**config.mk**
```make
export PLATFORM = sky130hd
export DESIGN_NAME = rv32_mem
export DESIGN_NICKNAME = d
export VERILOG_FILES = /design/src/rtl/rv32_mem_pkg.sv /design/src/rtl/rv32_mem_align.sv /design/src/rtl/rv32_mem.sv
export SDC_FILE = /design/constraint.sdc
export NUM_CORES = 1
export LEC_CHECK = 0
export ABC_AREA = 1
export BUFFER_PORTS_ARGS = -buffer_cell sky130_fd_sc_hd__buf_2
export CORE_MARGIN = 1.5
export CORE_UTILIZATION = 50
export DETAILED_ROUTE_END_ITERATION = 10
export PLACE_DENSITY_LB_ADDON = 0.1
export SETUP_SLACK_MARGIN = 0.15
export SYNTH_ARGS = -nofsm -noshare
export SYNTH_HDL_FRONTEND = slang
export SYNTH_SLANG_ARGS = --single-unit
```
**constraint.sdc**
```tcl
create_clock -name clk -period 5.4 [get_ports clk]
set_clock_uncertainty 0.15 [all_clocks]
set_input_delay 0 -clock clk [delete_from_list [all_inputs] [get_ports clk]]
set_output_delay 0 -clock clk [all_outputs]
set_load 0.01 [all_outputs]
```
**src/rtl/rv32_mem_pkg.sv**
```systemverilog
// ============================================================================
// Module      : rv32_mem_pkg
// Description : Shared encodings for the rv32 memory stage: access widths,
//               branch ops, FSM states and the branch resolution helper.
// Revision    : 1.0 - initial release
// ============================================================================
`default_nettype none

package rv32_mem_pkg;

  localparam logic [1:0] RV32_MEM_WIDTH_BYTE = 2'd0;
  localparam logic [1:0] RV32_MEM_WIDTH_HALF = 2'd1;
  localparam logic [1:0] RV32_MEM_WIDTH_WORD = 2'd2;

  localparam logic [1:0] RV32_BRANCH_OP_NEVER    = 2'd0;
  localparam logic [1:0] RV32_BRANCH_OP_ZERO     = 2'd1;
  localparam logic [1:0] RV32_BRANCH_OP_NON_ZERO = 2'd2;
  localparam logic [1:0] RV32_BRANCH_OP_ALWAYS   = 2'd3;

  typedef enum logic [0:0] {
    RV32_MEM_STATE_IDLE = 1'b0,
    RV32_MEM_STATE_WAIT = 1'b1
  } rv32_mem_state_e;

  function automatic logic rv32_branch_taken(input logic [1:0] op, input logic non_zero);
    logic taken;
    taken = 1'b0;
    case (op)
      RV32_BRANCH_OP_ZERO:     taken = !non_zero;
      RV32_BRANCH_OP_NON_ZERO: taken = non_zero;
      RV32_BRANCH_OP_ALWAYS:   taken = 1'b1;
      default:                 taken = 1'b0;
    endcase
    return taken;
  endfunction

endpackage

`default_nettype wire

```
**src/rtl/rv32_mem_align.sv**
```systemverilog
// ============================================================================
// Module      : rv32_mem_align
// Description : Load extract/extend, store lane replication, byte-enable mask
//               and misalignment detection for one data-bus access.
// Revision    : 1.0 - initial release
// ============================================================================
`default_nettype none

module rv32_mem_align
  import rv32_mem_pkg::*;
(
  input  logic [1:0]  i_addr_lo,
  input  logic [1:0]  i_width,
  input  logic        i_zero_extend,
  input  logic [31:0] i_store_data,
  input  logic [31:0] i_load_data,
  output logic [31:0] o_load_value,
  output logic [31:0] o_store_value,
  output logic [3:0]  o_byte_mask,
  output logic        o_misaligned
);

  logic [31:0] w_shifted;

  assign w_shifted = i_load_data >> {i_addr_lo, 3'b000};

  // Widths other than byte/half behave as a full word.
  always_comb begin
    o_load_value  = w_shifted;
    o_store_value = i_store_data;
    o_byte_mask   = 4'b1111;
    o_misaligned  = |i_addr_lo;
    case (i_width)
      RV32_MEM_WIDTH_BYTE: begin
        o_load_value  = i_zero_extend ? {24'h0, w_shifted[7:0]}
                                      : {{24{w_shifted[7]}}, w_shifted[7:0]};
        o_store_value = {4{i_store_data[7:0]}};
        o_byte_mask   = 4'b0001 << i_addr_lo;
        o_misaligned  = 1'b0;
      end
      RV32_MEM_WIDTH_HALF: begin
        o_load_value  = i_zero_extend ? {16'h0, w_shifted[15:0]}
                                      : {{16{w_shifted[15]}}, w_shifted[15:0]};
        o_store_value = {2{i_store_data[15:0]}};
        o_byte_mask   = 4'b0011 << i_addr_lo;
        o_misaligned  = i_addr_lo[0];
      end
      default: ;
    endcase
  end

endmodule

`default_nettype wire

```
**src/rtl/rv32_mem.sv**
```systemverilog
// ============================================================================
// Module      : rv32_mem
// Description : rv32 memory stage - branch resolution, data-bus handshake with
//               optional timeout, load/store alignment and writeback registers.
// Revision    : 1.0 - initial release
// ============================================================================
`default_nettype none

module rv32_mem
  import rv32_mem_pkg::*;
#(
  parameter int unsigned BUS_TIMEOUT_CYCLES = 0
) (
  input  logic        clk,
  input  logic        reset,
  input  logic        stall_in,
  input  logic        flush_in,
  input  logic        valid_in,
  input  logic        branch_predicted_taken_in,
  input  logic        alu_non_zero_in,
  input  logic        mem_read_in,
  input  logic        mem_write_in,
  input  logic        mem_zero_extend_in,
  input  logic        mem_fence_in,
  input  logic        rd_write_in,
  input  logic [1:0]  mem_width_in,
  input  logic [1:0]  branch_op_in,
  input  logic [4:0]  rd_in,
  input  logic [31:0] result_in,
  input  logic [31:0] rs2_value_in,
  input  logic [31:0] branch_pc_in,
  output logic [31:0] data_address_out,
  output logic        data_read_out,
  output logic        data_write_out,
  output logic [3:0]  data_write_mask_out,
  output logic [31:0] data_write_value_out,
  input  logic [31:0] data_read_value_in,
  input  logic        data_ready_in,
  output logic        stall_out,
  output logic        branch_taken_out,
  output logic        branch_mispredicted_out,
  output logic [31:0] branch_pc_out,
  output logic        valid_out,
  output logic        rd_write_out,
  output logic        bus_error_out,
  output logic [4:0]  rd_out,
  output logic [31:0] rd_value_out
);

  localparam logic [31:0] c_TIMEOUT_LIMIT = BUS_TIMEOUT_CYCLES;
  localparam logic        c_TIMEOUT_EN    = (BUS_TIMEOUT_CYCLES != 0);

  rv32_mem_state_e r_state, w_next_state;
  logic [31:0] r_wait_cnt;
  logic        r_flushed;
  logic [31:0] r_addr, r_store_data;
  logic [1:0]  r_width;
  logic        r_zext, r_read, r_write, r_rd_write;
  logic [4:0]  r_rd;
  logic        r_valid, r_rd_write_o, r_bus_error;
  logic [4:0]  r_rd_o;
  logic [31:0] r_rd_value;

  logic        w_in_wait, w_mem_op, w_raw_misaligned, w_misaligned, w_access;
  logic        w_idle_req, w_req, w_timeout, w_stall, w_retire, w_err, w_taken;
  logic [31:0] w_sel_addr, w_sel_store, w_load_value, w_store_value, w_cap_value;
  logic [1:0]  w_sel_width;
  logic        w_sel_zext, w_sel_read, w_sel_write;
  logic [3:0]  w_mask;

  assign w_in_wait = (r_state == RV32_MEM_STATE_WAIT);

  // While waiting, the bus is driven from the bundle captured at issue so it
  // stays stable even if the upstream registers change (e.g. on a flush).
  assign w_sel_addr  = w_in_wait ? r_addr       : result_in;
  assign w_sel_store = w_in_wait ? r_store_data : rs2_value_in;
  assign w_sel_width = w_in_wait ? r_width      : mem_width_in;
  assign w_sel_zext  = w_in_wait ? r_zext       : mem_zero_extend_in;
  assign w_sel_read  = w_in_wait ? r_read       : mem_read_in;
  assign w_sel_write = w_in_wait ? r_write      : mem_write_in;

  rv32_mem_align u_align (
    .i_addr_lo     (w_sel_addr[1:0]),
    .i_width       (w_sel_width),
    .i_zero_extend (w_sel_zext),
    .i_store_data  (w_sel_store),
    .i_load_data   (data_read_value_in),
    .o_load_value  (w_load_value),
    .o_store_value (w_store_value),
    .o_byte_mask   (w_mask),
    .o_misaligned  (w_raw_misaligned)
  );

  // Fences have no store buffer to drain, so they never touch the bus.
  assign w_mem_op     = (mem_read_in | mem_write_in) & !mem_fence_in;
  assign w_misaligned = !w_in_wait & valid_in & w_mem_op & w_raw_misaligned;
  assign w_access     = !w_in_wait & valid_in & w_mem_op & !w_raw_misaligned;
  assign w_idle_req   = w_access & !flush_in & !reset;
  assign w_timeout    = c_TIMEOUT_EN & w_in_wait & !data_ready_in &
                        (r_wait_cnt == (c_TIMEOUT_LIMIT - 32'd1));
  assign w_req        = w_idle_req | w_in_wait;
  assign w_stall      = (w_idle_req & !data_ready_in) |
                        (w_in_wait & !data_ready_in & !w_timeout);

  assign data_address_out     = {w_sel_addr[31:2], 2'b00};
  assign data_read_out        = w_req & w_sel_read;
  assign data_write_out       = w_req & w_sel_write;
  assign data_write_mask_out  = (w_req & w_sel_write) ? w_mask : 4'b0000;
  assign data_write_value_out = w_store_value;
  assign stall_out            = w_stall;

  assign w_taken                 = rv32_branch_taken(branch_op_in, alu_non_zero_in);
  assign branch_taken_out        = valid_in & !flush_in & w_taken;
  assign branch_mispredicted_out = valid_in & !flush_in & (w_taken != branch_predicted_taken_in);
  assign branch_pc_out           = branch_pc_in;

  always_comb begin
    w_next_state = r_state;
    case (r_state)
      RV32_MEM_STATE_IDLE: if (w_idle_req && !data_ready_in) w_next_state = RV32_MEM_STATE_WAIT;
      RV32_MEM_STATE_WAIT: if (data_ready_in || w_timeout)  w_next_state = RV32_MEM_STATE_IDLE;
      default:             w_next_state = RV32_MEM_STATE_IDLE;
    endcase
  end

  always_ff @(posedge clk) begin
    if (reset) begin
      r_state    <= RV32_MEM_STATE_IDLE;
      r_wait_cnt <= 32'd0;
      r_flushed  <= 1'b0;
    end else begin
      r_state    <= w_next_state;
      r_wait_cnt <= w_in_wait ? r_wait_cnt + 32'd1 : 32'd0;
      r_flushed  <= w_in_wait & (r_flushed | flush_in);
    end
  end

  always_ff @(posedge clk) begin
    if (!w_in_wait) begin
      r_addr       <= result_in;
      r_store_data <= rs2_value_in;
      r_width      <= mem_width_in;
      r_zext       <= mem_zero_extend_in;
      r_read       <= mem_read_in;
      r_write      <= mem_write_in;
      r_rd         <= rd_in;
      r_rd_write   <= rd_write_in;
    end
  end

  // A flush seen at any point of a wait turns the eventual completion into a bubble.
  assign w_retire    = w_in_wait ? ((data_ready_in | w_timeout) & !r_flushed & !flush_in)
                                 : (valid_in & !flush_in & !w_stall);
  assign w_err       = w_in_wait ? w_timeout : w_misaligned;
  assign w_cap_value = w_sel_read ? w_load_value : w_sel_addr;

  always_ff @(posedge clk) begin
    if (reset) begin
      r_valid      <= 1'b0;
      r_rd_write_o <= 1'b0;
      r_bus_error  <= 1'b0;
      r_rd_o       <= 5'd0;
      r_rd_value   <= 32'd0;
    end else if (!stall_in) begin
      if (w_retire) begin
        r_valid      <= 1'b1;
        r_rd_write_o <= (w_in_wait ? r_rd_write : rd_write_in) & !w_err;
        r_bus_error  <= w_err;
        r_rd_o       <= w_in_wait ? r_rd : rd_in;
        r_rd_value   <= w_cap_value;
      end else begin
        r_valid      <= 1'b0;
        r_rd_write_o <= 1'b0;
        r_bus_error  <= 1'b0;
      end
    end
  end

  assign valid_out     = r_valid;
  assign rd_write_out  = r_rd_write_o;
  assign bus_error_out = r_bus_error;
  assign rd_out        = r_rd_o;
  assign rd_value_out  = r_rd_value;

endmodule

`default_nettype wire
```
; Word level (Yosys, flattened, before mapping)
; Index checks and enable logic that the tools add are counted.
; W data, S select, Z words.
[word_totals]
reg_bits = 117
output_inout_bits = 145
[classes]
bitwise = 25
n_eq_ne = 5
shifts = 3
n_mux = 25
reduce_logical = 14
[ops]
columns = operator, count
row1 = $mux W32, 5
row2 = $pmux W32 S2, 2
row3 = $shr A32 B5 Y32, 1
row4 = $and A1 B1 Y1, 19
row5 = $mux W1, 11
row6 = $logic_not A1 Y1, 10
row7 = $pmux W4 S2, 1
row8 = $mux W5, 1
row9 = $eq A2 B1 Y1 const B, 2
row10 = $eq A2 B2 Y1 const B, 2
row11 = $mux W4, 1
row12 = $or A1 B1 Y1, 4
row13 = $pmux W1 S2, 2
row14 = $shl A1 B2 Y4 const A, 1
row15 = $shl A2 B2 Y4 const A, 1
row16 = $pmux W1 S3, 1
row17 = $logic_not A2 Y1, 1
row18 = $mux W2, 1
row19 = $not A1 Y1, 2
row20 = $reduce_and A2 Y1, 1
row21 = $reduce_or A2 Y1, 1
row22 = $logic_and A1 B1 Y1, 1
row23 = $ne A1 B1 Y1, 1

; Longest topological paths before layout
; Gate-level depths: netlist (run 1).
[logic_depth]
word_depth = 13
mapped_depth = 14
depth_no_buf = 12

; Modules after synthesis
; Synthesis (run 1) repeated with hierarchy kept, for this count alone.
[unflattened]
hier_cells = 1036
area_unflattened_um2 = 6601.3
[by_module_without_submodules]
columns = module, instances, cells_per_inst, area_per_inst_um2
row1 = rv32_mem, 1, 786, 5442.7
row2 = rv32_mem_align, 1, 250, 1158.6

; Least setup slack after synthesis (run 1)
; No wires, ideal clock.
[synth_timing]
path_kind = register -> register
startpoint = register r_state
endpoint = register r_rd_value[25], in the netlist rd_value_out[25]
required_ns = 5.138
setup_ns = 0.112
t_arrival_ns = 1.501
path_stages_with_launch = 10
slack_ns = 3.637
path_cell_list = dfxtp_1 buf_6 inv_6 buf_6 a21oi_1 a211oi_2 clkbuf_1 nand3_1 nor2_1 nor2_1
[synth_via]
elab_chain_cells = 13
[synth_rtl]
columns = element, line_no
row1 = start: declaration, rv32_mem.sv:53  ; rv32_mem_state_e r_state, w_next_state;
row2 = start signal: assignment, rv32_mem.sv:132  ; r_state <= w_next_state;
row3 = $mux W2 / $mux W32 (equally long branches), n/a
row4 = "$eq A2 B1 Y1, or another cell as far along", rv32_mem_align.sv:33  ; case (i_width)
row5 = $pmux W1 S2, rv32_mem_align.sv:33
row6 = $logic_not A1 Y1, rv32_mem.sv:97  ; assign w_access = !w_in_wait & valid_in & w_mem_op & !w_raw_misaligned;
row7 = $and A1 B1 Y1, rv32_mem.sv:97
row8 = $and A1 B1 Y1 (2 in a row), rv32_mem.sv:98  ; assign w_idle_req = w_access & !flush_in & !reset;
row9 = $and A1 B1 Y1, rv32_mem.sv:102  ; assign w_stall = (w_idle_req & !data_ready_in) |
row10 = $or A1 B1 Y1, rv32_mem.sv:102
row11 = $logic_not A1 Y1, rv32_mem.sv:153  ; : (valid_in & !flush_in & !w_stall);
row12 = $and A1 B1 Y1, rv32_mem.sv:153
row13 = $mux W1, rv32_mem.sv:152  ; assign w_retire = w_in_wait ? ((data_ready_in | w_timeout) & !r_flushed & !flush_in)
row14 = $reduce_and A2 Y1 (no line), n/a
row15 = end signal: assignment, rv32_mem.sv:170  ; r_rd_value <= w_cap_value;
row16 = end: declaration, rv32_mem.sv:62  ; logic [31:0] r_rd_value;
; Parallel ways exist; a longest one is shown, timed or not.
; A chain may end at the register's enable or synchronous reset.

; Final worst setup path (run 1)
[layout_timing]
startpoint = register r_state
endpoint = register r_bus_error, in the netlist bus_error_out
[layout_via]
elab_chain_cells = 13
[layout_rtl]
columns = element, line_no
row1 = $mux W2 / $mux W32 (equally long branches), n/a
row2 = "$eq A2 B1 Y1, or another cell as far along", rv32_mem_align.sv:33
row3 = $pmux W1 S2, rv32_mem_align.sv:33
row4 = $logic_not A1 Y1, rv32_mem.sv:97
row5 = $and A1 B1 Y1, rv32_mem.sv:97
row6 = $and A1 B1 Y1 (2 in a row), rv32_mem.sv:98
row7 = $and A1 B1 Y1, rv32_mem.sv:102
row8 = $or A1 B1 Y1, rv32_mem.sv:102
row9 = $logic_not A1 Y1, rv32_mem.sv:153
row10 = $and A1 B1 Y1, rv32_mem.sv:153
row11 = $mux W1, rv32_mem.sv:152
row12 = $mux W1 *, rv32_mem.sv:165  ; if (w_retire) begin
row13 = end signal: assignment, rv32_mem.sv:168  ; r_bus_error <= w_err;
row14 = end: declaration, rv32_mem.sv:60  ; logic r_valid, r_rd_write_o, r_bus_error;
; Every way passes the cells marked *; elsewhere a longest branch is shown, timed or not.

==> results_dict.tcl, run 1 <==
set metrics [dict create \
    status "complete, no violations" \
    whs_path_depth 7 \
    grt_usage_pct 32.4 \
    synth_top_area_share_pct 37.8 \
    multi_input_area_um2 2970 \
    min_period_ns 3.52 \
    max_freq_mhz 284 \
    clockBufferDepth 2 \
    yosysMostFrequentCell "nand2_1" \
    drt_first_pass_iters 5 \
    portBuffers 228 \
    fp.dieW_um 114 \
    ys_top_cells_by_area "dfxtp_1, nand2_1, nand3_1" \
    fin_total_pwr_mw 2.41 \
    start_kind "register" \
    setup_viol 0 \
    gr-total-overflow 0 \
    syn2layout_area_growth_pct 41.2 \
    r2r_setup_slack_ns 1.88 \
    num_antenna_cells 0 \
    power_density_nw_per_um2 275 \
    post_cts_buffers 0 \
    r2r_start "r_state" \
    grt_pass1_wl_mm 32.9 \
    rr_worst_depth 11 \
    critPathArrivalTime_ns 3.73 \
    async_flop_share_pct 0 \
    ir_drop_mv 0.204 \
    worst-setup-path-type "reg -> reg" \
    period_share_pct 65.2 \
    max_cap_violations 0 \
    cts_buffers 17 \
    ys_seq_area_share_pct 37.8 \
    die_h_um 114 \
    io_pins 295 \
    dieArea_um2 13100 \
    crit-reg2reg-capture "bus_error_out" \
    whs_ns 0.00471 \
    power.leakage_nw 4.85 \
    place.gp.congestion 0.993 \
    cts.sinks 117 \
    wl_mm 21.2 \
    hold_class "in -> reg" \
    avgRoutedWirePerCell_um 14.7 \
    post_synth_instance_area_um2 6200 \
    post_route_cells_drive_above_1_share_pct 21.6 \
    yosys.area.top_type "dfxtp_1" \
    tns_ns 0 \
    synth_area_per_cell_um2 6.27 \
    antenna_found_initial 0 \
    syn_inst 989 \
    drc_errors 0 \
    cp_max_fo 43 \
    grt_max_degree 51 \
    cts_hold_buf 121 \
    cp-end-kind "register" \
    vias_per_cell 4.95 \
    hold_start "data_read_value_in[20]" \
    hold_violations 0 \
    yosys_warnings 0 \
    clock_latency_ns 0.42 \
    ant_nets 0 \
    slew_viol_final 0 \
    clock-root-buffer "clkbuf_16" \
    initial_core_util_pct 51.4 \
    routed-via-count 7154 \
    hpwl_mm 13.9 \
    relSlewSlack_pct 24.7 \
    cts_resized 0 \
    synth_edf_count 0 \
    yosysUniqueCellTypes 33 \
    fill_cells 1015 \
    tightest_slew_ns 1.13 \
    drt_first_iter_violations 579 \
    seq_area_um2 2350 \
    rows 40 \
    rsz0062_at_grt "no" \
    cts_tree "built" \
    synth_flop_cell "dfxtp_1" \
    ys_ff_latch 117 \
    clkTransAtPathRegs_ns 0.05 \
    htree_levels 4 \
    cp.required_ns 5.61 \
    yosys-top-cells-count "nand2_1, dfxtp_1, nand3_1" \
    fin_nets 1415 \
    grt_pass1_vias 6803 \
    min_to "rd_value_out[12]" \
    core_area_um2 12100 \
]
-- cell usage in the layout, fill, tap and decap left out, drive strengths merged, types with 5 or more instances in the layout --
cell type,instances
nand2,436
buf,232
dlygate4sd3,121
dfxtp,117
nand3,93
nor2,83
inv,81
a21oi,31
clkbuf,23
o21ai,21
o211ai,8
a31oi,8
clkinv,6
mux2i,5
-- where the power goes --
group	leakage (nW)	switching [mW]	internal (mW)	total [mW]
sequential	0.976	0.0180	0.912	0.930
combinational	3.60	0.249	0.189	0.439
clock	0.267	0.392	0.652	1.04
total	4.85	0.660	1.75	2.41
-- routing by layer --
metal	GRT usage (%)	part of all wire, %	vias to the layer above
met5	0	0	-
li1	-	-	3574
met1	38.9	42	3209
met3	7.20	6.6	53
met4	13.7	2.9	0
met2	55.6	49	318
-- cell type report --
type | count | area share, %
Inverter | 81 | 3.53
Multi-Input combinational cell | 695 | 33.9
Tap cell | 168 | 2.40
Clock buffer | 23 | 5.34
Sequential cell | 117 | 26.8
Timing Repair Buffer | 353 | 27.2
Clock inverter | 9 | 0.900
-- cells by family after synthesis --
group | synth area share [%]
AO/OA/AOI/OAI | 6.41
XOR/XNOR | 0.141
buffers and inverters | 14.6
flip-flops | 37.8
multiplexers | 0.807
other | 0.0605
AND/OR/NAND/NOR | 40.2
-- registers in the layout, summed over array words and instances (netlist names) --
register	cells
r_addr	32
r_store_data	32
rd_value_out	32
r_rd	5
rd_out	5
r_width	2
bus_error_out	1
r_flushed	1
r_rd_write	1
r_read	1
r_state	1
r_write	1
r_zext	1
rd_write_out	1
valid_out	1
-- worst max-delay path: stages, from the launching register on --
cell and delay (ns):
dfxtp_4 0.61, inv_6 0.18, nand2_1 0.11, nand2_2 0.27, nand2_1 0.46, nand2_1 0.13, nand3_1 0.13, nand2_1 0.11
nand2_4 0.41, nand3b_1 0.13, a21oi_1 0.15, dlygate4sd3_1 0.56
-- how the worst max path moves through the flow --
stage                     startpoint               end  slack (ns)  cells past startpoint
final                        r_state     bus_error_out        1.88                     11
after global routing         r_state     bus_error_out        1.62                     11
after CTS                    r_state     bus_error_out        1.97                     11
after detailed placement     r_state  rd_value_out[27]        2.06                     12
after global placement       r_state  rd_value_out[28]        2.18                     12
after floorplan              r_state  rd_value_out[25]        3.64                      9
-- stage by stage --
step	setup WS [ns]	cell area [um^2]	utilization [%]	cells
CTS	1.97	8760	72.6	1446
finish	1.88	8760	72.6	1446
detailed placement	2.06	7000	58.1	1293
global placement	2.18	7000	58.1	1293
global route	1.62	8760	72.6	1446
floorplan	3.64	6210	-	990
Note: power is estimated with default switching activity, not from simulation.
==> inputs of run 2 (changes only) <==
--- a/config.mk
+++ b/config.mk
@@ -8,7 +8,7 @@
 export ABC_AREA = 1
 export BUFFER_PORTS_ARGS = -buffer_cell sky130_fd_sc_hd__buf_2
 export CORE_MARGIN = 1.5
-export CORE_UTILIZATION = 50
+export CORE_UTILIZATION = 47
 export DETAILED_ROUTE_END_ITERATION = 10
 export PLACE_DENSITY_LB_ADDON = 0.1
 export SETUP_SLACK_MARGIN = 0.15
==> constraint.sdc (replaced) <==
create_clock -name clk -period 3.3 [get_ports clk]
set_clock_uncertainty 0.15 [all_clocks]
set_input_delay 0 -clock clk [delete_from_list [all_inputs] [get_ports clk]]
set_output_delay 0 -clock clk [all_outputs]
set_load 0.01 [all_outputs]
==> results_dict.tcl, run 2 (synthesis gave the netlist of run 1 again) <==
set metrics [dict create \
    status "complete, no violations" \
    die_h_um 118 \
    power.leakage_nw 4.88 \
    fin_area_um2 8860 \
    drt_first_pass_iters 5 \
    vias_per_cell 4.84 \
    whs_path_depth 7 \
    stdcell_count 1457 \
    path_cells "buf_4 > nand2_1 > nand2_2 > buf_4 > inv_1 > nand2_1 > nand3_1 > nand2_1 > nand2_8 > nand3_1 > a21oi_1 > dlygate4sd3_1" \
    tightest_slew_ns 1.05 \
    place_inst 1306 \
    grt_max_degree 46 \
    period_share_pct 89.4 \
    drc_errors 0 \
    grt_usage_pct 30.6 \
    fin_nets 1422 \
    dieArea_um2 13900 \
    initial_core_util_pct 48.6 \
    setup_viol 0 \
    clockBufferDepth 2 \
    relSlewSlack_pct 30.0 \
    place_area_um2 7080 \
    crit_start "r_state" \
    r2r_start "r_state" \
    hold_class "in -> reg" \
    hold_violations 0 \
    num_antenna_cells 0 \
    avgRoutedWirePerCell_um 14.7 \
    cp.required_ns 3.45 \
    critPathArrivalTime_ns 3.10 \
    slew_viol_final 0 \
    final_common_cell "nand2_1" \
    min_period_ns 2.95 \
    power_density_nw_per_um2 460 \
    clkTransAtPathRegs_ns 0.06 \
    cp-end-kind "register" \
    rr_worst_depth 12 \
    max_freq_mhz 339 \
    core_area_um2 12800 \
    wl_mm 21.5 \
    rows 41 \
    place.gp.congestion 0.907 \
    tns_ns 0 \
    fin_total_pwr_mw 4.07 \
    max_cap_violations 0 \
    hpwl_mm 14.3 \
    antenna_found_initial 0 \
    drt_first_iter_violations 526 \
    path_common_cell "nand2_1" \
    layout_common_cells "nand2_1, buf_2, dlygate4sd3_1" \
    gr-total-overflow 0 \
    whs_ns 0.0118 \
    max_stage_delay_ns 0.56 \
    crit_slowest_cell "dlygate4sd3_1" \
    syn2layout_area_growth_pct 42.8 \
    grt_pass1_vias 6653 \
    start_kind "register" \
    clock-root-buffer "clkbuf_16" \
    cts_buffers 17 \
    clock_latency_ns 0.42 \
    portBuffers 228 \
    routed-via-count 7057 \
    fin_ws_ns 0.351 \
    worst-setup-path-type "reg -> reg" \
    ir_drop_mv 0.391 \
    grt_pass1_wl_mm 33.8 \
    rsz0062_at_grt "no" \
    fp.dieW_um 118 \
    cts.sinks 117 \
    hold_start "data_read_value_in[2]" \
    fin_util_pct 69.3 \
    post_cts_buffers 0 \
    ant_nets 0 \
    cts_tree "built" \
    post_route_cells_drive_above_1_share_pct 22.4 \
    io_pins 295 \
    htree_levels 4 \
    cp_max_fo 43 \
    post-place-ws_ns 0.433 \
]
[run 2: layout make-up]
class	count	area, um^2
well taps	172	215
multi-input cells	695	2980
fillers	1095	3920
repair buffers	360	2430
clock inverters	14	151
flip-flops and latches	117	2350
clock buffers	18	429
inverters	81	309
[run 2: path summary, 6_finish.rpt]
kind | to | slack [ns]
setup / recovery | rd_write_out | 0.35
hold / removal | rd_value_out[2] | 0.01
setup reg to reg | rd_write_out | 0.35
hold reg to reg | r_store_data[26] | 0.30
[run 2: repair_timing]
action                     in CTS  in global routing
hold buffers                  119                  0
setup endpoints to repair       0                  1
resized for setup               0                  1
hold endpoints to repair      142                  0
[run 2: critical path: cells and delay by family, from the launching register on]
family,cells,cell delay [ns]
DFF,1,0.47
AOI/OAI and AO/OA,1,0.07
buffers and inverters,4,1.22
and+or+nand+nor,7,0.93
[run 2: where the power goes]
| group | switching (mW) | internal (mW) |
|---|---|---|
| Combinational | 0.410 | 0.315 |
| Sequential | 0.0274 | 1.49 |
| Clock | 0.712 | 1.12 |
| Total | 1.15 | 2.92 |
[run 2: per-layer routing]
| layer | track usage [%] | share of wire (%) | wire length [um] | vias up |
|---|---|---|---|---|
| li1 | - | - | - | 3587 |
| met1 | 37.3 | 42 | 9100 | 3116 |
| met2 | 52.7 | 49 | 10400 | 302 |
| met3 | 6.44 | 6.1 | 1300 | 52 |
| met4 | 11.9 | 3.1 | 659 | 0 |
| met5 | 0 | 0 | 0 | - |
==> inputs of run 3 (changes only) <==
--- a/config.mk
+++ b/config.mk
@@ -7,7 +7,7 @@
 export LEC_CHECK = 0
 export ABC_AREA = 1
 export BUFFER_PORTS_ARGS = -buffer_cell sky130_fd_sc_hd__buf_2
-export CORE_MARGIN = 1.5
+export CORE_MARGIN = 2
 export CORE_UTILIZATION = 47
 export DETAILED_ROUTE_END_ITERATION = 10
 export PLACE_DENSITY_LB_ADDON = 0.1
==> results_dict.tcl, run 3 (synthesis gave the netlist of run 1 again) <==
set metrics [dict create \
    status "complete, no violations" \
    fin_util_pct 69.1 \
    max_cap_violations 0 \
    routed-via-count 7143 \
    post-place-ws_ns 0.0906 \
    grt_max_degree 70 \
    avgRoutedWirePerCell_um 14.8 \
    power.leakage_nw 4.87 \
    post_route_cells_drive_above_1_share_pct 22.0 \
    busiest_layer "met2" \
    gr-total-overflow 0 \
    critPathArrivalTime_ns 2.72 \
    grt_usage_pct 30.4 \
    hold_violations 0 \
    relSlewSlack_pct 31.7 \
    whs_ns 0.00232 \
    fin_area_um2 8830 \
    antenna_found_initial 0 \
    place_area_um2 7060 \
    portBuffers 228 \
    dieArea_um2 14100 \
    fin_total_pwr_mw 3.91 \
    num_antenna_cells 0 \
    fin_nets 1421 \
    tns_ns 0 \
    hpwl_mm 14.2 \
    fp.dieW_um 119 \
    grt_pass1_vias 6718 \
    tightest_slew_ns 1.02 \
    slew_viol_final 0 \
    cts_buffers 17 \
    min_to "rd_value_out[3]" \
    gr-usage-met2_pct 53.5 \
    period_share_pct 87.0 \
    stdcell_count 1455 \
    drt_first_pass_iters 7 \
    clkTransAtPathRegs_ns 0.05 \
    cts.sinks 117 \
    drc_errors 0 \
    cp.required_ns 3.15 \
    clock-root-buffer "clkbuf_16" \
    io_pins 295 \
    r2r_setup_slack_ns 0.55 \
    place_inst 1302 \
    whs_path_depth 7 \
    path_cells "buf_6 > nand2_1 > o21ai_4 > inv_4 > a21oi_1 > buf_2" \
    worst-setup-path-type "reg -> out" \
    start_kind "register" \
    r2r_start "r_state" \
    max_stage_delay_ns 0.46 \
    crit_family "buffers and inverters" \
    met1_usage_pct 37.2 \
    hold_start "data_read_value_in[3]" \
    ant_nets 0 \
    cp_max_fo 69 \
    crit-reg2reg-capture "rd_value_out[27]" \
    core_area_um2 12800 \
    rsz0062_at_grt "no" \
    setup_viol 0 \
    crit_slowest_cell "buf_6" \
    hold_class "in -> reg" \
    syn2layout_area_growth_pct 42.3 \
    fin_ws_ns 0.430 \
    initial_core_util_pct 48.6 \
    grt_use_met3_pct 6.37 \
    cp-end-kind "output port" \
    cts_tree "built" \
    wl_mm 21.6 \
    min_period_ns 2.87 \
    critPathBufInv 3 \
    max_freq_mhz 348 \
    vias_per_cell 4.91 \
    final_common_cell "nand2_1" \
    grt_pass1_wl_mm 34.0 \
    drt_first_iter_violations 582 \
    rr_worst_depth 12 \
    place.gp.congestion 0.897 \
    clock_latency_ns 0.43 \
    layout_common_cells "nand2_1, buf_2, dlygate4sd3_1" \
    clockBufferDepth 2 \
    die_h_um 119 \
    ir_drop_mv 0.400 \
    power_density_nw_per_um2 443 \
    htree_levels 4 \
    rows 41 \
    crit_start "r_state" \
]
## run 3: area by class of cell
class | count | area [um^2]
tap | 172 | 215
sequential | 117 | 2350
clock inverter | 8 | 52.6
clock buffer | 23 | 478
fill | 1124 | 3950
timing repair buffer | 359 | 2450
inverter | 81 | 312
multi-input combinational | 695 | 2980
## run 3: routing by layer
metal | vias up | part of all wire (%) | wire, um
met5 | - | 0 | 0
met2 | 318 | 50 | 10700
met4 | 0 | 1.6 | 340
met3 | 29 | 7.4 | 1610
li1 | 3580 | - | -
met1 | 3216 | 41 | 8900
## run 3: worst max path at each step
stage / to / slack, ns / cells past startpoint
after floorplan: rd_value_out[25] / 1.54 / 9
after detailed placement: rd_value_out[4] / 0.09 / 9
final: data_read_out / 0.43 / 6
after global routing: data_read_out / 0.25 / 6
after global placement: rd_value_out[4] / 0.14 / 9
after CTS: data_read_out / 0.27 / 6
## run 3: report_power, final
part,switching [mW],internal (mW)
clock network,0.651,1.01
registers,0.0278,1.49
logic,0.410,0.316
total,1.09,2.82
## run 3: timing repair
action	4_1_cts	5_1_grt
resized for setup	2	3
endpoints found under the hold margin	144	0
buffers inserted	0	0
endpoints found under the setup margin	3	9
hold buffers	122	0
## run 3: worst register-to-register path, cell delays in order (launching register included)
cell and delay [ns]:
dfxtp_4 0.43, inv_6 0.15, nand2_1 0.12, nand2_2 0.13, inv_1 0.39, nand2_1 0.15, nand3_1 0.14, nand2_1 0.11
nand2_4 0.25, nand2_4 0.31, nand2_1 0.16, nand2_1 0.06, nor2_1 0.15
